==> src/rtl/red_pitaya_asg_seq_pkg.sv <==
// Shared types for the ASG segment sequencer: FSM state, segment table entry
// and the channel-response watchdog length.
package red_pitaya_asg_seq_pkg;

    // Pointer fields are stored 32 bits wide; the sequencer uses the low RSZ+16 bits.
    localparam int unsigned SEG_PTR_W = 32;
    localparam logic [3:0]  WDOG_LEN  = 4'd15;

    typedef enum logic [2:0] {
        S_IDLE,
        S_LOAD,
        S_TRIG,
        S_WAIT_HI,
        S_WAIT_LO,
        S_GAP
    } asg_seq_state_t;

    typedef struct packed {
        logic [SEG_PTR_W-1:0] ofs;
        logic [SEG_PTR_W-1:0] size;
        logic [31:0]          step;
        logic [15:0]          ncyc;
        logic [7:0]           rep;
        logic [15:0]          gap;
    } seg_t;

endpackage

==> src/rtl/red_pitaya_asg_seq.sv <==
// Segment sequencer for one ASG channel: plays a table of waveform segments by
// reprogramming the channel window, pulsing its reset and issuing sw triggers.
module red_pitaya_asg_seq
    import red_pitaya_asg_seq_pkg::*;
#(
    parameter int unsigned RSZ  = 14,
    parameter int unsigned NSEG = 8
)(
    input  logic                    dac_clk_i,
    input  logic                    dac_rst_i,
    input  logic                    start_i,
    input  logic                    stop_i,
    input  logic                    loop_i,
    input  logic [$clog2(NSEG):0]   seq_len_i,
    input  logic                    seg_we_i,
    input  logic [$clog2(NSEG)-1:0] seg_addr_i,
    input  logic [RSZ+15:0]         seg_ofs_i,
    input  logic [RSZ+15:0]         seg_size_i,
    input  logic [31:0]             seg_step_i,
    input  logic [15:0]             seg_ncyc_i,
    input  logic [7:0]              seg_rep_i,
    input  logic [15:0]             seg_gap_i,
    input  logic                    ch_active_i,
    output logic [RSZ+15:0]         set_ofs_o,
    output logic [RSZ+15:0]         set_size_o,
    output logic [31:0]             set_step_o,
    output logic [15:0]             set_ncyc_o,
    output logic                    set_rst_o,
    output logic                    trig_sw_o,
    output logic [$clog2(NSEG)-1:0] seq_idx_o,
    output logic                    busy_o,
    output logic                    done_o,
    output logic                    err_o
);

    localparam int unsigned IW = $clog2(NSEG);
    localparam int unsigned LW = IW + 1;
    localparam int unsigned PW = RSZ + 16;

    seg_t tbl [NSEG];
    seg_t rd;

    asg_seq_state_t  state_q, state_d;
    logic [IW-1:0]   idx_d;
    logic [7:0]      rep_q, rep_d;
    logic [15:0]     gap_q, gap_d;
    logic [3:0]      wdog_q, wdog_d;
    logic [PW-1:0]   ofs_d, size_d;
    logic [31:0]     step_d;
    logic [15:0]     ncyc_d;
    logic            rst_d, trig_d, busy_d, done_d, err_d;
    logic [LW-1:0]   len_eff;
    logic            is_last;

    always_ff @(posedge dac_clk_i) begin
        if (seg_we_i) begin
            tbl[seg_addr_i] <= '{ofs:  SEG_PTR_W'(seg_ofs_i),
                                 size: SEG_PTR_W'(seg_size_i),
                                 step: seg_step_i,
                                 ncyc: seg_ncyc_i,
                                 rep:  seg_rep_i,
                                 gap:  seg_gap_i};
        end
    end

    always_comb begin
        if (seq_len_i == '0) begin
            len_eff = LW'(1);
        end else if (seq_len_i > LW'(NSEG)) begin
            len_eff = LW'(NSEG);
        end else begin
            len_eff = seq_len_i;
        end
    end

    assign is_last = (LW'(seq_idx_o) + LW'(1)) >= len_eff;

    // Outputs are registered from the next state, so each output value is
    // visible during the cycle the FSM occupies the state that produces it.
    always_comb begin
        state_d = state_q;
        idx_d   = seq_idx_o;
        rep_d   = rep_q;
        gap_d   = gap_q;
        wdog_d  = wdog_q;
        ofs_d   = set_ofs_o;
        size_d  = set_size_o;
        step_d  = set_step_o;
        ncyc_d  = set_ncyc_o;
        rst_d   = 1'b0;
        trig_d  = 1'b0;
        done_d  = 1'b0;
        err_d   = err_o;

        if (stop_i && state_q != S_IDLE) begin
            state_d = S_IDLE;
            rst_d   = 1'b1;
        end else begin
            case (state_q)
                S_IDLE: begin
                    if (start_i) begin
                        idx_d   = '0;
                        err_d   = 1'b0;
                        state_d = S_LOAD;
                    end
                end
                S_LOAD: begin
                    trig_d  = 1'b1;
                    state_d = S_TRIG;
                end
                S_TRIG: begin
                    wdog_d  = WDOG_LEN;
                    state_d = S_WAIT_HI;
                end
                S_WAIT_HI: begin
                    if (ch_active_i) begin
                        state_d = S_WAIT_LO;
                    end else if (wdog_q == '0) begin
                        err_d   = 1'b1;
                        rst_d   = 1'b1;
                        state_d = S_IDLE;
                    end else begin
                        wdog_d = wdog_q - 4'd1;
                    end
                end
                S_WAIT_LO: begin
                    if (!ch_active_i) begin
                        if (rep_q != '0) begin
                            rep_d   = rep_q - 8'd1;
                            trig_d  = 1'b1;
                            state_d = S_TRIG;
                        end else begin
                            state_d = S_GAP;
                        end
                    end
                end
                S_GAP: begin
                    if (gap_q != '0) begin
                        gap_d = gap_q - 16'd1;
                    end else if (!is_last) begin
                        idx_d   = seq_idx_o + IW'(1);
                        state_d = S_LOAD;
                    end else if (loop_i) begin
                        idx_d   = '0;
                        state_d = S_LOAD;
                    end else begin
                        done_d  = 1'b1;
                        state_d = S_IDLE;
                    end
                end
                default: state_d = S_IDLE;
            endcase
        end

        // The table register is read before this edge's write lands, so a
        // concurrent write to the entry being loaded yields the old contents.
        rd = tbl[idx_d];
        if (state_d == S_LOAD) begin
            ofs_d  = rd.ofs[PW-1:0];
            size_d = rd.size[PW-1:0];
            step_d = rd.step;
            ncyc_d = rd.ncyc;
            rep_d  = rd.rep;
            gap_d  = rd.gap;
            rst_d  = 1'b1;
        end
        busy_d = (state_d != S_IDLE);
    end

    always_ff @(posedge dac_clk_i) begin
        if (dac_rst_i) begin
            state_q    <= S_IDLE;
            seq_idx_o  <= '0;
            rep_q      <= '0;
            gap_q      <= '0;
            wdog_q     <= '0;
            set_ofs_o  <= '0;
            set_size_o <= '0;
            set_step_o <= '0;
            set_ncyc_o <= '0;
            set_rst_o  <= 1'b0;
            trig_sw_o  <= 1'b0;
            busy_o     <= 1'b0;
            done_o     <= 1'b0;
            err_o      <= 1'b0;
        end else begin
            state_q    <= state_d;
            seq_idx_o  <= idx_d;
            rep_q      <= rep_d;
            gap_q      <= gap_d;
            wdog_q     <= wdog_d;
            set_ofs_o  <= ofs_d;
            set_size_o <= size_d;
            set_step_o <= step_d;
            set_ncyc_o <= ncyc_d;
            set_rst_o  <= rst_d;
            trig_sw_o  <= trig_d;
            busy_o     <= busy_d;
            done_o     <= done_d;
            err_o      <= err_d;
        end
    end

    if (PW < SEG_PTR_W) begin : g_ptr_hi
        logic [2*(SEG_PTR_W-PW)-1:0] unused_ptr_hi;
        assign unused_ptr_hi = {rd.ofs[SEG_PTR_W-1:PW], rd.size[SEG_PTR_W-1:PW]};
    end

endmodule

==> config.mk <==
export PLATFORM = sky130hd
export DESIGN_NAME = red_pitaya_asg_seq
export DESIGN_NICKNAME = d
export VERILOG_FILES = /design/src/rtl/red_pitaya_asg_seq_pkg.sv /design/src/rtl/red_pitaya_asg_seq.sv
export SDC_FILE = /design/constraint.sdc
export NUM_CORES = 1
export LEC_CHECK = 0
export CAP_MARGIN = 20
export CELL_PAD_IN_SITES_DETAIL_PLACEMENT = 1
export CELL_PAD_IN_SITES_GLOBAL_PLACEMENT = 1
export CORE_AREA = 10 10 403 405
export DETAILED_ROUTE_END_ITERATION = 6
export DIE_AREA = 0 0 413 415
export PLACE_DENSITY_LB_ADDON = 0.3
export SYNTH_ARGS = -nofsm -noshare
export SYNTH_HDL_FRONTEND = slang
export SYNTH_SLANG_ARGS = --single-unit
==> constraint.sdc <==
create_clock -name dac_clk_i -period 24.9 [get_ports dac_clk_i]
set_input_delay 4.98 -clock dac_clk_i [delete_from_list [all_inputs] [get_ports dac_clk_i]]
set_output_delay 4.98 -clock dac_clk_i [all_outputs]
set_load 0.05 [all_outputs]
Word level (Yosys, flattened, before mapping) --
Memory sizes are Yosys's and may differ from the RTL's. Cells that the tools add are included.
Operators by class: equality and inequality tests 12, $lt $le $gt $ge 2, $add $sub $neg 5, muxes and demuxes 45, reductions and logical operators 20, bitwise gates (word level) 3
Operator list (number):
- $mux W16 | 4
- $mux W8 | 5
- $mux W3 | 12
- $pmux W3 S6 | 1
- $mux W4 | 4
- $reduce_bool A16 Y1 | 1
- $sub A16 B1 Y16 const B | 1
- $mux W1 | 15
- $reduce_bool A2 Y1 | 6
- $logic_not A4 Y1 | 2
- $ne A2 B2 Y1 const B | 4
- $pmux W4 S2 | 1
- $reduce_and A4 Y1 | 2
- $reduce_bool A8 Y1 | 1
- $sub A8 B1 Y8 const B | 1
- $eq A3 B1 Y1 const B | 2
- $eq A3 B2 Y1 const B | 2
- $eq A3 B3 Y1 const B | 2
- $pmux W3 S2 | 1
- $reduce_bool A3 Y1 | 2
- $reduce_and A5 Y1 | 1
- $reduce_or A5 Y1 | 1
- $add A3 B1 Y4 const B | 1
- $ge A4 B4 Y1 | 1
- other kinds (10) | 14
Storage, ports and cells: register bits 147, memories 1, memory bits (writable) 1056, output and inout port bits 116
Memory list:
- tbl | words 8, bits a word 132, rd ports 1, clocked after memory_dff 0, wr ports 1, RTL line red_pitaya_asg_seq.sv:40 | seg_t tbl [NSEG];

Longest topological paths before layout --
depth in word-level cells 11, mapped depth 17

Least setup slack after synthesis --
OpenSTA, ideal clock, no wires.
path type input to register, from input port seg_addr_i[0], to memory tbl[0][0] in the netlist's numbering, enable pin, data required time 24.113 ns, slack 10.026 ns, library setup time 0.787 ns, data arrival time 14.087 ns, stages on the path 1, cells stage by stage nor3_1
RTL lines:
- start: declaration | RTL line red_pitaya_asg_seq.sv:16 | input logic [$clog2(NSEG)-1:0] seg_addr_i,
- end: declaration | RTL line red_pitaya_asg_seq.sv:40
Straight into the memory's write port.

Worst setup path in the final report --
from input port seq_len_i[1], to register set_step_o[17]
Between the ends: word-level cells in the longest chain between the ends 9, elaborated cells on any way between the ends 15
RTL lines:
- start: declaration | RTL line red_pitaya_asg_seq.sv:14 | input logic [$clog2(NSEG):0] seq_len_i,
- $gt A4 B4 Y1 | RTL line red_pitaya_asg_seq.sv:69 | end else if (seq_len_i > LW'(NSEG)) begin
- $mux W4 | RTL line red_pitaya_asg_seq.sv:69
- $mux W4 * | RTL line red_pitaya_asg_seq.sv:67 | if (seq_len_i == '0) begin
- $ge A4 B4 Y1 * | RTL line red_pitaya_asg_seq.sv:76 | assign is_last = (LW'(seq_idx_o) + LW'(1)) >= len_eff;
- $mux W3 / $mux W1 (equally long branches) | RTL line red_pitaya_asg_seq.sv:140 | end else if (!is_last) begin
- $mux W3 | RTL line red_pitaya_asg_seq.sv:138 | if (gap_q != '0) begin
- $pmux W3 S2 / $pmux W3 S6 (equally long branches) | RTL line red_pitaya_asg_seq.sv:99 | case (state_q)
- $mux W3 | RTL line red_pitaya_asg_seq.sv:95 | if (stop_i && state_q != S_IDLE) begin
- $mem_v2 Z8 W132 / $eq A3 B1 Y1 (equally long branches)
- end signal: assignment | RTL line red_pitaya_asg_seq.sv:194 | set_step_o <= step_d;
- end: declaration | RTL line red_pitaya_asg_seq.sv:26 | output logic [31:0] set_step_o,
Mark *: on every way between the ends. The rest lies on a longest branch, timed or not. A chain may end at the register's enable or synchronous reset.

==> impl_metrics.py <==
metrics = {
    "run_status": {
        "status": "completed",
    },
    "synthesis": {
        "syn_nets": 3265,
        "yosysTopAreaCellShare_pct": 68.82,
        "synthTopCellsByArea": "edfxtp_1 (69%), dfxtp_1 (6.4%), a211oi_1 (5.3%)",
        "yosysSeqAreaShare_pct": 75.21,
        "yosys.cell_types.count": 65,
        "async_reset_ff_share_pct": 0,
        "syn_area_um2": 46080,
        "avgSynthCellArea_um2": 14.81,
        "synthesis.instances": 3111,
        "yosysWarnings": 0,
        "synth-edff-count": 1056,
        "ys_ff_latch": 1203,
        "synth_top_area_cell": "edfxtp_1",
        "synthFlopType": "edfxtp_1",
    },
    "global_routing": {
        "grt_pass1_wl_um": 202800,
        "grt_usage_pct": 15.70,
        "grt_max_degree": 168,
        "grt_pass1_vias": 29930,
        "grt_overflow": 0,
        "antenna_found_initial": 17,
    },
    "setup_path": {
        "path_common_cell": "nor2_1",
        "critPathLaunchType": "input port",
        "crit_arrival_ps": 10660,
        "cp_slowest_cell": "buf_4",
        "critPathMaxStageDelay_ps": 840,
        "required_ps": 25560,
        "path_delay_family": "buffers and inverters",
        "path_max_fanout": 80,
        "cp_cell_sequence": "clkdlybuf4s50_1 -> nor2_1 -> nor2_1 -> nor2_1 -> ha_1 -> nand2b_1 -> a2111oi_2 -> o21bai_1 -> or3_4 -> nand2_8 -> buf_4 -> buf_4 -> mux2i_1 -> a211oi_1 -> a32o_1",
        "endpoint_kind": "flop",
        "crit_buf_inv": 3,
        "worst-setup-path-type": "input port to flop",
    },
    "cts": {
        "cts_buffer_depth": 3,
        "cts_sinks": 1203,
        "clockRootBuffer": "clkbuf_16",
        "clkTransAtPathRegs_ps": 60,
        "cts-hold-fix-buffers": 0,
        "cts_tree": "yes",
        "clkLatencyLatePin_ps": 790,
        "htree_levels": 4,
        "ctsResizeCount": 0,
        "numCtsBuffers": 137,
        "post-cts-setup-buffers": 0,
    },
    "layout": {
        "mostFrequentLayoutCells": "edfxtp_1 (1056), nand2_1 (412), a211oi_1 (324)",
        "drive_gt1_share_pct": 8.521,
        "areaGrowthSynthToFinish_pct": 20.43,
        "post-route-util_pct": 36.06,
        "final_common_cell": "edfxtp_1",
        "fin_nets": 3504,
    },
    "hold_path": {
        "hold_path_class": "flop to flop",
    },
    "power_and_ir_drop": {
        "power_density_nw_per_um2": 85.21,
        "peakVddDrop_v": 0.00005696,
        "leakage_nw": 17.57,
    },
    "sta": {
        "finClkSkew_ps": 31.29,
        "clock.fmax_mhz": 99.98,
        "setup_ws_ps": 14900,
        "finalCriticalPeriod_ps": 10000,
        "finalSetupViolCount": 0,
        "finalHoldViolations": 0,
        "setup_tns_ps": 0,
        "finalCritPeriodShare_pct": 40.17,
        "tightest_slew_ps": 1102,
        "rsz0062_at_grt": "false",
        "drv_slew": 0,
        "slew-limit-headroom_pct": 26.51,
        "holdWs_ps": 463.8,
    },
    "die": {
        "initial_utilization_pct": 29.95,
        "die-width_um": 413,
        "die_h_um": 415,
        "ios": 262,
        "rows": 144,
        "core_um2": 153900,
        "dieArea_um2": 171400,
    },
    "placement": {
        "dp_hpwl_um": 73330,
        "globalplace.congestion": 0.7327,
        "io_buffers": 261,
        "dpl_worst_slack_ps": 13980,
    },
    "routing": {
        "drt-pass1-iter-count": 5,
        "drt_drc_violations_left": 0,
        "via_count": 28140,
        "postRouteAntennaNets": 0,
        "drt_wl_total_um": 137600,
        "vias_per_cell": 5.109,
        "first_iter_violations": 1809,
        "routedWlPerCell_um": 24.98,
    },
    "flow_run": {
        "drv_cap": 0,
    },
}
==> layout make-up <==
cell class | count | area [um^2]
diodes | 2 | 5.005
clock buffers | 171 | 3637
clock inverters | 80 | 830.8
fillers | 15760 | 98380
inverters | 10 | 37.54
multi-input cells | 1674 | 10610
flip-flops and latches | 1203 | 34650
well taps | 2044 | 2557
repair buffers | 324 | 3159
==> per-layer routing <==
metal,wire length [um],global-route usage [%]
met1,61980,20.82
met2,65780,25.80
met3,7256,3.621
met4,2448,3.866
met5,128,0
==> where the power goes <==
group          switching, W  internal [W]  total (W)  leakage, nW
clock network      0.000847       0.00115    0.00199         2.18
registers         0.0000462       0.00229    0.00234         10.8
logic              0.000272      0.000128   0.000399         4.59
==> logic make-up (layout without fill, tap and decap cells) <==
kind of cell    Yosys count  after routing  synth area share [%]
flops                  1203           1203                 75.21
compound gates          580            580                 9.743
fa+ha+maj                 8              8                0.2172
other cells               0              2                     0
simple gates            968            968                 10.14
mux                     113            113                 2.455
buf+inv                 234            585                 2.145
xor+xnor                  5              5               0.09506
==> flip-flops by register name, indices dropped and copies added, names as in the netlist, 3 cells and up <==
name,count
gap_q,16
rep_q,8
seq_idx_o,3
set_ncyc_o,16
set_ofs_o,30
set_size_o,30
set_step_o,32
state_q,3
tbl,1056
wdog_q,4
==> cells in the mapped netlist, types with 3 or more instances <==
library cell,number
a211oi_1,324
a21oi_1,47
a221oi_1,4
a22oi_1,11
a31oi_1,12
a32o_1,107
a32oi_1,4
and2_1,3
and3_1,220
buf_1,9
buf_2,70
buf_6,3
clkbuf_1,142
dfxtp_1,147
edfxtp_1,1056
ha_1,8
inv_1,10
mux2i_1,113
nand2_1,414
nand2b_1,9
nand3_1,186
nand3b_1,5
nand4_1,17
nor2_1,55
nor2b_1,4
nor3_1,21
nor4_1,12
nor4b_1,3
o21a_1,4
o21ai_0,28
o21bai_1,3
o22ai_1,11
or3_1,4
or4_1,3
xnor2_1,3
==> final timing paths <==
path	startpoint	end	slack, ps	cells after the start
max	seq_len_i[1]	set_step_o[17]	14900	15
min	set_ofs_o[27]	set_ofs_o[27]	460	1
max reg2reg	seq_idx_o[0]	set_step_o[17]	18760	12
min reg2reg	set_ofs_o[27]	set_ofs_o[27]	460	1
==> stage by stage <==
stage	instance area [um^2]	instances	total power, W
floorplan	46080	3111	0.002592
global placement	50960	5252	0.002776
detailed placement	50990	5254	0.002784
CTS	55460	5505	0.004794
global route	55480	5506	0.004905
finish	55490	5508	0.004728
No activity file was read; power rests on OpenSTA's default activity.
